<file path="src/rtl/cp0_pkg.sv">
// Shared CP0 definitions: register ids, exception codes, vector constants
// and the packed Status/Cause layouts used by the CP0 register block.
package cp0_pkg;

  localparam logic [4:0] REG_BADVADDR = 5'd8;
  localparam logic [4:0] REG_COUNT    = 5'd9;
  localparam logic [4:0] REG_COMPARE  = 5'd11;
  localparam logic [4:0] REG_STATUS   = 5'd12;
  localparam logic [4:0] REG_CAUSE    = 5'd13;
  localparam logic [4:0] REG_EPC      = 5'd14;
  localparam logic [4:0] REG_EBASE    = 5'd15;
  localparam logic [4:0] REG_CONFIG   = 5'd16;

  localparam logic [4:0] CODE_INT  = 5'd0;
  localparam logic [4:0] CODE_ADEL = 5'd4;
  localparam logic [4:0] CODE_ADES = 5'd5;

  localparam logic [31:0] VEC_BEV1      = 32'hBFC0_0380;
  localparam logic [19:0] VEC_BEV0_BASE = 20'h8_0000;
  localparam logic [11:0] VEC_OFFSET    = 12'h180;

  typedef struct packed {
    logic [8:0] rsvd_hi;
    logic       bev;
    logic [5:0] rsvd_mid;
    logic [7:0] im;
    logic [4:0] rsvd_lo;
    logic       erl;
    logic       exl;
    logic       ie;
  } cp0_status_t;

  typedef struct packed {
    logic        bd;
    logic        ti;
    logic [13:0] rsvd_hi;
    logic [7:0]  ip;
    logic        rsvd_mid;
    logic [4:0]  exc_code;
    logic [1:0]  rsvd_lo;
  } cp0_cause_t;

  // Only address-error exceptions carry a meaningful faulting address.
  function automatic logic is_addr_err(input logic [4:0] code);
    return (code == CODE_ADEL) || (code == CODE_ADES);
  endfunction

endpackage

</file>
<file path="src/rtl/cp0_int_sync.sv">
// Multi-flop synchroniser for the asynchronous hardware interrupt lines.
module cp0_int_sync #(
  parameter int NUM_HW_INT  = 6,
  parameter int SYNC_STAGES = 2
) (
  input  logic                  clk,
  input  logic                  reset,
  input  logic [NUM_HW_INT-1:0] hw_int,
  output logic [NUM_HW_INT-1:0] hw_sync
);

  logic [NUM_HW_INT-1:0] stage_q [SYNC_STAGES];

  // Shift each line through the synchroniser chain.
  always_ff @(posedge clk) begin
    if (reset) begin
      for (int s = 0; s < SYNC_STAGES; s++) stage_q[s] <= '0;
    end else begin
      stage_q[0] <= hw_int;
      for (int s = 1; s < SYNC_STAGES; s++) stage_q[s] <= stage_q[s-1];
    end
  end

  assign hw_sync = stage_q[SYNC_STAGES-1];

endmodule

</file>
<file path="src/rtl/cp0_irq_ctrl.sv">
// CP0 register block: Count/Compare timer with divider, synchronised
// hardware interrupts, registered interrupt request, exception/ERET commit
// and exception-vector generation. Optional EBase register: CP0_EBASE_EN.
module cp0_irq_ctrl
  import cp0_pkg::*;
#(
  parameter int          NUM_HW_INT  = 6,
  parameter int          COUNT_DIV   = 2,
  parameter int          SYNC_STAGES = 2,
  parameter logic [31:0] CONFIG_VAL  = 32'h8000_0000
) (
  input  logic                  clk,
  input  logic                  reset,
  input  logic [4:0]            ra,
  output logic [31:0]           rd,
  input  logic                  wvalid,
  input  logic [4:0]            wid,
  input  logic [31:0]           wdata,
  input  logic [NUM_HW_INT-1:0] hw_int,
  input  logic                  exc_valid,
  input  logic [4:0]            exc_code,
  input  logic [31:0]           exc_pc,
  input  logic                  exc_in_ds,
  input  logic [31:0]           exc_badvaddr,
  input  logic                  eret,
  output logic                  int_req,
  output logic [31:0]           exc_vector,
  output logic [31:0]           epc_out,
  output logic [31:0]           status_out,
  output logic [31:0]           cause_out
);

  logic [31:0] badvaddr_q, count_q, compare_q, epc_q;
  cp0_status_t status_q;
  cp0_cause_t  cause;
  logic        bd_q;
  logic [4:0]  exc_code_q;
  logic [1:0]  ip_sw_q;
  logic        timer_pend_q;
  logic [3:0]  div_q;
  logic        int_req_q;
  logic [7:0]  ip;
  logic [NUM_HW_INT-1:0] hw_sync;
  logic        div_wrap, wr_count, wr_compare, count_inc, timer_hit;
`ifdef CP0_EBASE_EN
  logic [17:0] ebase_q;
`endif

  cp0_int_sync #(
    .NUM_HW_INT (NUM_HW_INT),
    .SYNC_STAGES(SYNC_STAGES)
  ) u_int_sync (
    .clk    (clk),
    .reset  (reset),
    .hw_int (hw_int),
    .hw_sync(hw_sync)
  );

  assign div_wrap   = (div_q == 4'(COUNT_DIV - 1));
  assign wr_count   = wvalid && (wid == REG_COUNT);
  assign wr_compare = wvalid && (wid == REG_COMPARE);
  assign count_inc  = !wr_count && div_wrap;
  assign timer_hit  = count_inc && ((count_q + 32'd1) == compare_q);

  // Pending bits: timer on IP7, synchronised hw lines as levels, sw bits stored.
  always_comb begin
    ip = {timer_pend_q, 5'b0, ip_sw_q};
    for (int i = 0; i < NUM_HW_INT; i++) ip[2+i] = ip[2+i] | hw_sync[i];
    cause          = '0;
    cause.bd       = bd_q;
    cause.ti       = timer_pend_q;
    cause.ip       = ip;
    cause.exc_code = exc_code_q;
  end

  // Count divider, Count, Compare and the sticky timer flag (clear beats set).
  always_ff @(posedge clk) begin
    if (reset) begin
      div_q        <= '0;
      count_q      <= '0;
      compare_q    <= '0;
      timer_pend_q <= 1'b0;
    end else begin
      if (wr_count) begin
        count_q <= wdata;
        div_q   <= '0;
      end else begin
        div_q <= div_wrap ? 4'd0 : div_q + 4'd1;
        if (count_inc) count_q <= count_q + 32'd1;
      end
      if (wr_compare) compare_q <= wdata;
      if (wr_compare)     timer_pend_q <= 1'b0;
      else if (timer_hit) timer_pend_q <= 1'b1;
    end
  end

  // MTC0 writes first; exception then ERET assignments follow so commit wins.
  always_ff @(posedge clk) begin
    if (reset) begin
      status_q     <= '0;
      status_q.bev <= 1'b1;
      bd_q         <= 1'b0;
      exc_code_q   <= '0;
      ip_sw_q      <= '0;
      epc_q        <= '0;
      badvaddr_q   <= '0;
`ifdef CP0_EBASE_EN
      ebase_q      <= '0;
`endif
    end else begin
      if (wvalid) begin
        case (wid)
          REG_STATUS: begin
            status_q.ie  <= wdata[0];
            status_q.exl <= wdata[1];
            status_q.im  <= wdata[15:8];
`ifdef CP0_EBASE_EN
            // BEV must be clearable for the EBase-relative vector to be reachable.
            status_q.bev <= wdata[22];
`endif
          end
          REG_CAUSE: ip_sw_q <= wdata[9:8];
          REG_EPC:   epc_q   <= wdata;
`ifdef CP0_EBASE_EN
          REG_EBASE: ebase_q <= wdata[29:12];
`endif
          default: ;
        endcase
      end
      if (exc_valid) begin
        if (!status_q.exl) begin
          epc_q <= exc_in_ds ? (exc_pc - 32'd4) : exc_pc;
          bd_q  <= exc_in_ds;
        end
        exc_code_q   <= exc_code;
        status_q.exl <= 1'b1;
        if (is_addr_err(exc_code)) badvaddr_q <= exc_badvaddr;
      end else if (eret) begin
        if (status_q.erl) status_q.erl <= 1'b0;
        else              status_q.exl <= 1'b0;
      end
    end
  end

  // Interrupt request registered one cycle behind the pending/mask state.
  always_ff @(posedge clk) begin
    if (reset) int_req_q <= 1'b0;
    else int_req_q <= status_q.ie & ~status_q.exl & ~status_q.erl & |(ip & status_q.im);
  end

  // MFC0 read mux.
  always_comb begin
    rd = '0;
    case (ra)
      REG_BADVADDR: rd = badvaddr_q;
      REG_COUNT:    rd = count_q;
      REG_COMPARE:  rd = compare_q;
      REG_STATUS:   rd = status_q;
      REG_CAUSE:    rd = cause;
      REG_EPC:      rd = epc_q;
`ifdef CP0_EBASE_EN
      REG_EBASE:    rd = {2'b10, ebase_q, 12'h000};
`endif
      REG_CONFIG:   rd = CONFIG_VAL;
      default:      rd = '0;
    endcase
  end

  // Exception entry vector from the current BEV.
  always_comb begin
    if (status_q.bev) exc_vector = VEC_BEV1;
`ifdef CP0_EBASE_EN
    else              exc_vector = {2'b10, ebase_q, VEC_OFFSET};
`else
    else              exc_vector = {VEC_BEV0_BASE, VEC_OFFSET};
`endif
  end

  assign int_req    = int_req_q;
  assign epc_out    = epc_q;
  assign status_out = status_q;
  assign cause_out  = cause;

endmodule

</file>
<file path="config.mk">
export PLATFORM = sky130hd
export DESIGN_NAME = cp0_irq_ctrl
export DESIGN_NICKNAME = d
export VERILOG_FILES = /design/src/rtl/cp0_pkg.sv /design/src/rtl/cp0_int_sync.sv /design/src/rtl/cp0_irq_ctrl.sv
export SDC_FILE = /design/constraint.sdc
export NUM_CORES = 1
export LEC_CHECK = 0
export BUFFER_PORTS_ARGS = -buffer_cell sky130_fd_sc_hd__buf_2
export CORE_ASPECT_RATIO = 1.2
export CORE_MARGIN = 4
export CORE_UTILIZATION = 40
export CTS_CLUSTER_SIZE = 28
export DETAILED_ROUTE_END_ITERATION = 10
export GPL_TIMING_DRIVEN = 0
export PLACE_DENSITY = 0.67
export SYNTH_ARGS = -nofsm -noshare
export SYNTH_HDL_FRONTEND = slang
export SYNTH_SLANG_ARGS = --single-unit
</file>
<file path="constraint.sdc">
create_clock -name clk -period 2.4 [get_ports clk]
set_input_delay 0.24 -clock clk [delete_from_list [all_inputs] [get_ports clk]]
set_output_delay 0.24 -clock clk [all_outputs]
set_load 0.05 [all_outputs]
</file>
==> results of run 1 <==
==> per-stage QoR <==
| step | util, % | setup TNS, ns | area, sq um | std cells |
|---|---|---|---|---|
| 5_1_grt | 52.2 | -0.278 | 12500 | 1872 |
| 3_5_place_dp | 48.2 | -12.05 | 11600 | 1826 |
| 6_report | 52.2 | 0 | 12500 | 1872 |
| 3_3_place_gp | 48.1 | -31.15 | 11500 | 1824 |
| 2_1_floorplan | - | 0 | 10100 | 1294 |
| 4_1_cts | 51.6 | -0.00941 | 12400 | 1861 |
==> cells in the mapped netlist (all sizes together), types with 2 or more instances <==
| cell type | instances | area share (%) |
|---|---|---|
| xnor2 | 56 | 5.0 |
| nand2b | 5 | 0.32 |
| a211oi | 58 | 4.5 |
| nand3 | 20 | 1.2 |
| and4 | 4 | 0.36 |
| a211o | 2 | 0.18 |
| buf | 100 | 7.2 |
| inv | 6 | 0.23 |
| and3b | 2 | 0.18 |
| nor3 | 20 | 1.0 |
| a22oi | 14 | 1.1 |
| nand4 | 16 | 1.0 |
| a311oi | 9 | 0.81 |
| nor2b | 15 | 0.96 |
| or2 | 2 | 0.13 |
| a21oi | 82 | 4.2 |
| nor2 | 122 | 4.7 |
| or4 | 6 | 0.54 |
| a21o | 2 | 0.15 |
| and4b | 2 | 0.20 |
| nand2 | 193 | 7.4 |
| nor3b | 3 | 0.28 |
| a222oi | 9 | 0.92 |
| mux2 | 3 | 0.35 |
| nor4b | 2 | 0.18 |
| or3 | 9 | 0.58 |
| and2 | 3 | 0.19 |
| o21ai | 32 | 1.6 |
| nor4 | 21 | 1.9 |
| or4b | 3 | 0.31 |
| dfxtp | 164 | 34 |
| nand4b | 2 | 0.18 |
| and3 | 6 | 0.38 |
| a31oi | 4 | 0.26 |
| a221o | 8 | 0.82 |
| mux2i | 82 | 8.4 |
| ha | 4 | 0.51 |
| clkbuf | 73 | 2.8 |
| nand3b | 4 | 0.35 |
| conb | 2 | 0.077 |
| xor2 | 45 | 4.0 |
| a41oi | 2 | 0.18 |
==> cells by family (layout without fill, tap and decap cells) <==
family / count (synthesis) / in the layout / synth area share [%]
xor gates and xnor gates: 101 / 101 / 9.05
adders and majority gates: 5 / 5 / 0.614
and+or+nand+nor: 463 / 463 / 22.7
buffers and inverters: 179 / 437 / 10.2
other: 2 / 71 / 0.0768
muxes: 85 / 85 / 8.74
AOI/OAI and AO/OA: 226 / 226 / 15.0
DFF: 164 / 164 / 33.6
==> per-layer routing <==
layer,vias to the layer above,routed length [um],GRT usage [%]
li1,4751,-,-
met1,4521,14300,32.0
met2,551,17500,43.5
met3,112,2920,5.31
met4,0,1760,12.6
met5,-,0,0
==> flip-flops by register name, summed over array words and instances, names as in the netlist <==
signal	flops
div_q	4
badvaddr_q	32
epc_out	32
count_q	32
compare_q	32
bd_q	1
timer_pend_q	1
int_req	1
status_out	10
exc_code_q	5
u_int_sync.stage_q	12
ip_sw_q	2
==> final timing paths <==
path                                  from                        to  slack, ns  cells after the start
setup / recovery               count_q[17]              timer_pend_q       0.01                     10
hold reg to reg   u_int_sync.stage_q[0][1]  u_int_sync.stage_q[0][7]       0.44                      1
hold / removal                   hw_int[1]  u_int_sync.stage_q[0][1]      0.009                      2
setup reg to reg               count_q[17]              timer_pend_q       0.01                     10
==> power by group through the flow <==
stage	Clock (mW)	Combinational [mW]	Sequential, mW
finish	2.82	1.36	2.90
global route	2.95	1.44	2.91
CTS	2.84	1.34	2.90
detailed placement	0	1.32	2.95
global placement	0	1.31	2.95
floorplan	0	0.759	3.11
==> area by class of cell <==
| class | instances | area share, % |
|---|---|---|
| Timing Repair Buffer | 233 | 9.78 |
| Clock inverter | 14 | 1.37 |
| Multi-Input combinational cell | 951 | 47.8 |
| Sequential cell | 164 | 26.3 |
| Buffer | 166 | 7.95 |
| Tap cell | 320 | 3.20 |
| Inverter | 6 | 0.180 |
| Clock buffer | 18 | 3.43 |
==> what timing repair did <==
action	in CTS	in global routing
gates resized for setup	45	17
buffers inserted	10	11
endpoints found under the hold margin	0	0
pin swaps	7	11
endpoints found under the setup margin	43	10
==> summary.md, run 1 <==
- finished, final reports clean — status
- 164 — number of sinks handled by clock tree synthesis
- 19.2% — combinational cell fraction of total power
- 17 — number of buffers created by CTS
- register — critical path endpoint category
- buf_2 -> nand4_1 -> buf_4 -> buf_4 -> nor3_1 -> nand3_2 -> mux2_2 -> nor4_2 -> nand4_1 -> o21ai_1 — ordered cell list for the critical path
- 33.6% — proportion of synthesized chip area in sequential cells
- 2 — maximum number of buffers from clock root to sink
- 40.9% — share of power burned in registers
- 9363 — vias in the first global route
- 164 — Seq cells post-synth
- -0.787 ns — pre-CTS setup slack
- 0 — Antenna Nets Post-Route
- simple AND/OR/NAND/NOR gates — cell family with the largest share of critical-path delay
- done — clock tree from TritonCTS
- 2.75 ns — Critical Path AT
- 5980 sq um — footprint of the multi-input gates
- 4 — number of levels in the clock H-tree
- 5.21 nW — standby leakage power
- 2.29 mW — total net switching power
- 4.79 mW — Int Pwr
- 19.5 um — Avg WL per Cell
- 41.9% — worst slew margin relative to its limit
- 1056 — number of DRC markers in iteration 0
- 0.0124 ns — worst setup slack after layout
- 0.34 ns — delay of the slowest critical-path stage
- 24000 sq um — Core ar.
- 0.00890 ns — Post-Route Hold Slack
- 28.1% — area added between synthesis and finish
- 8 — number of detailed-routing iterations run before antenna repair
- 0.485 mV — highest ir drop seen on vdd
- 9935 — via count
- 179 um — Die H
- clkbuf_16 — root buffer cell
- true — setup repair after global routing missed its margin
- 29100 um — placed wire-length estimate
- mux2_2 — slowest stage cell, crit path
- 0.00892 ns — setup clock skew after layout
- 0 — final antenna diode count
- 27.7% — proportion of layout cells with a drive suffix above 1
- 419 MHz — f_max
- 0 — Max Cap Violations
- 0.44 ns — Skew-Pair Late Insertion Delay
- 566 nW/um^2 — Pwr per Cell Area
- 0.928 — RD Place Congestion
- 36400 um — WL final
- 26.1% — overall track demand over capacity in global routing
- 2300 — fillcell total
- 9780 sq um — post-synthesis instance area
- 0.871 ns — slew at the pin with the worst max-slew slack
- 0 — antenna violations before repair
- 99.5% — final worst path period share
- 53800 um — wire length of the first global-routing pass
- 151 um — horizontal extent of the die
- register — crit path launch type
- 17 — largest net degree at the start of global routing
- 5.31 — Avg Vias per Cell
- 3 — count of buffering cells on the critical path with inverters included
- 7.98 sq um — mean instance size in the synthesized netlist
- dfxtp_1 — Synth Flop Type
- 0 — Yosys warnings
- buf_2 — most common cell after layout, fill and taps aside
- 0 — cts hold-fix bufs
- 8 — Critical Path Fanout Max
- 62 — standard-cell row count
- 2.39 ns — Period minus WS final
- 0.07 ns — clock transition at the registers of the reported paths
- 7.08 mW — Pwr Total
- 0 — DRC
- 0 — count of pins over their slew limit
- 219 x buf_2, 193 x nand2_1, 157 x dfxtp_1, 119 x nor2_1, 106 x buf_4 — most used cells in the layout excluding fill and tap cells
- 0 — setup violation total in the final timing report
- 1666 — layout net count
- 1225 — gate count after technology mapping
- 27000 sq um — area of the die
- 0 — Post-synth EDFFs
- 0 — total overflow reported by the global router
- 0% — fraction of registers with async set or reset after synthesis
- 2.76 ns — Required @ worst endpoint
- 284 — count of pins on the block boundary
- reg -> reg — critical setup path kind
- 39.8% — Clk network pwr share
- 3290 sq um — Sequential cell area
- in -> reg — worst hold-check path type
- 32.4% — fraction of power spent switching nets
- 62 — number of distinct library cells after synthesis
- 40.8% — effective utilization at floorplan
- 0 — Hold Vio Cnt, Final
- 210 — buffers added on ports
Note: power is estimated with default switching activity, not from simulation.
==> run 2: changes to the inputs <==
--- a/config.mk
+++ b/config.mk
@@ -5,6 +5,7 @@
 export SDC_FILE = /design/constraint.sdc
 export NUM_CORES = 1
 export LEC_CHECK = 0
+export ABC_CLOCK_PERIOD_IN_PS = 2960
 export BUFFER_PORTS_ARGS = -buffer_cell sky130_fd_sc_hd__buf_2
 export CORE_ASPECT_RATIO = 1.2
 export CORE_MARGIN = 4
@@ -12,7 +13,6 @@
 export CTS_CLUSTER_SIZE = 28
 export DETAILED_ROUTE_END_ITERATION = 10
 export GPL_TIMING_DRIVEN = 0
-export PLACE_DENSITY = 0.67
 export SYNTH_ARGS = -nofsm -noshare
 export SYNTH_HDL_FRONTEND = slang
 export SYNTH_SLANG_ARGS = --single-unit
==> constraint.sdc (replaced) <==
create_clock -name clk -period 2.96 [get_ports clk]
set_input_delay 0.296 -clock clk [delete_from_list [all_inputs] [get_ports clk]]
set_output_delay 0.296 -clock clk [all_outputs]
set_load 0.05 [all_outputs]
==> run 2 against run 1 <==
Power fell by 20%. Die area did not move. Global-route usage rose by 0.47 points. Cell area fell by 3.1%. Routed wire length rose by 0.25%. Highest routed layer is now met5. Critical endpoint is now rd[16]. Clock-buffer cell count did not move. Sequential power fell by 19%. Combinational power fell by 20%. Largest cell class unchanged.
==> summary.md, run 2 (synthesis gave the netlist of run 1 again) <==
- 19.7 um — Avg WL per Cell
- 27000 sq um — area of the die
- false — setup repair after global routing missed its margin
- 284 — count of pins on the block boundary
- 2.81 ns — Period minus WS final
- input pin — crit path launch type
- 1858 — number of standard cells in the layout, taps in and fillers out
- 0.925 — RD Place Congestion
- 210 — buffers added on ports
- 37.2% — worst slew margin relative to its limit
- 0 — count of pins over their slew limit
- 0 — final antenna diode count
- 2426 — fillcell total
- 26.5% — overall track demand over capacity in global routing
- 1 — antenna violations before repair
- 0.416 mV — highest ir drop seen on vdd
- 466 nW/um^2 — Pwr per Cell Area
- 36500 um — WL final
- 179 um — Die H
- 0.0501 ns — Post-Route Hold Slack
- -0.417 ns — pre-CTS setup slack
- 5.65 mW — Pwr Total
- 0 — Hold Vio Cnt, Final
- 0 — cts hold-fix bufs
- 0 — Antenna Nets Post-Route
- clkbuf_16 — root buffer cell
- 17 — number of buffers created by CTS
- finished, final reports clean — status
- 1826 — cell count after placement
- 50.6% — core utilization of the finished layout
- 3280 sq um — Sequential cell area
- 0.00968 ns — setup clock skew after layout
- 17 — largest net degree at the start of global routing
- 5 — number of detailed-routing iterations run before antenna repair
- 6 — Resized cells post-CTS
- 0 — setup violation total in the final timing report
- 0 — DRC
- 95.1% — final worst path period share
- 29500 um — placed wire-length estimate
- 12100 sq um — final instance area
- 2 — maximum number of buffers from clock root to sink
- 164 — number of sinks handled by clock tree synthesis
- 151 um — horizontal extent of the die
- 54600 um — wire length of the first global-routing pass
- 5810 sq um — footprint of the multi-input gates
- 739 — number of DRC markers in iteration 0
- 1652 — layout net count
- 23.8% — proportion of layout cells with a drive suffix above 1
- 0 — total overflow reported by the global router
- primary output — critical path endpoint category
- 62 — standard-cell row count
- 9268 — vias in the first global route
- 0.146 ns — worst setup slack after layout
- 0 — Post CTS Setup Buffer Count
- in -> reg — worst hold-check path type
- done — clock tree from TritonCTS
- in -> out — critical setup path kind
- 0 ns — total negative setup slack
- 2.52 ns — Critical Path AT
- 40.8% — effective utilization at floorplan
- 355 MHz — f_max
- 0.07 ns — clock transition at the registers of the reported paths
- buf_2 — most common cell after layout, fill and taps aside
- 11500 sq um — placed cell areas
- 10 — Critical Path Fanout Max
- 24.1% — area added between synthesis and finish
- 0 — Max Cap Violations
- 2.66 ns — Required @ worst endpoint
- 0.45 ns — Skew-Pair Late Insertion Delay
- 4.97 nW — standby leakage power
- 5.23 — Avg Vias per Cell
- 9711 — via count
- 221 x buf_2, 193 x nand2_1, 163 x dfxtp_1, 122 x nor2_1, 83 x buf_4 — most used cells in the layout excluding fill and tap cells
- 24000 sq um — Core ar.
- 4 — number of levels in the clock H-tree
- 0.942 ns — slew at the pin with the worst max-slew slack
==> run 2: cell types whose count changed in the layout (fill, tap and decap cells not counted), sizes merged <==
cell	change
buf	-19
clkbuf	+5
clkinv	-4
clkinvlp	+4
bufinv	-1
inv	+1
==> run 2: worst max-delay path, cell delays in order <==
cell,delay (ns)
clkbuf_1,0.49
nand2_1,0.10
nor2_1,0.32
clkbuf_1,0.55
a22oi_1,0.21
o21ai_0,0.21
buf_2,0.34
==> run 2: per-layer routing <==
layer  share of wire (%)  routed length [um]  up-vias  track usage [%]
met4                 3.2                1190        2             10.1
met3                 7.1                2590       66             4.22
met1                  42               15300     4498             34.5
met5               0.019                   7        -                0
met2                  48               17500      416             44.2
li1                    -                   -     4729                -
==> run 2: final cells by class <==
cell class                 instances  area share, %
inverter                           6          0.186
clock inverter                    14           1.17
multi-input combinational        951           47.9
clock buffer                      18           3.54
tap                              320           3.30
sequential                       164           27.1
timing repair buffer             212           8.78
buffer                           173           8.06
==> run 2: worst paths after layout <==
check                                 from                       end  slack (ns)  cells after the start
hold / removal                   hw_int[4]  u_int_sync.stage_q[0][4]        0.05                      2
hold reg to reg   u_int_sync.stage_q[0][2]  u_int_sync.stage_q[0][8]        0.44                      1
setup reg to reg                count_q[1]              timer_pend_q        0.21                     10
setup / recovery                     ra[1]                    rd[16]        0.15                      7
==> run 2: report_power, final <==
part | switching, mW | leakage, nW | internal, mW | total, mW
registers | 0.0648 | 1.34 | 2.28 | 2.35
logic | 0.775 | 3.37 | 0.312 | 1.09
clock network | 1.04 | 0.266 | 1.18 | 2.22
total | 1.88 | 4.97 | 3.78 | 5.65
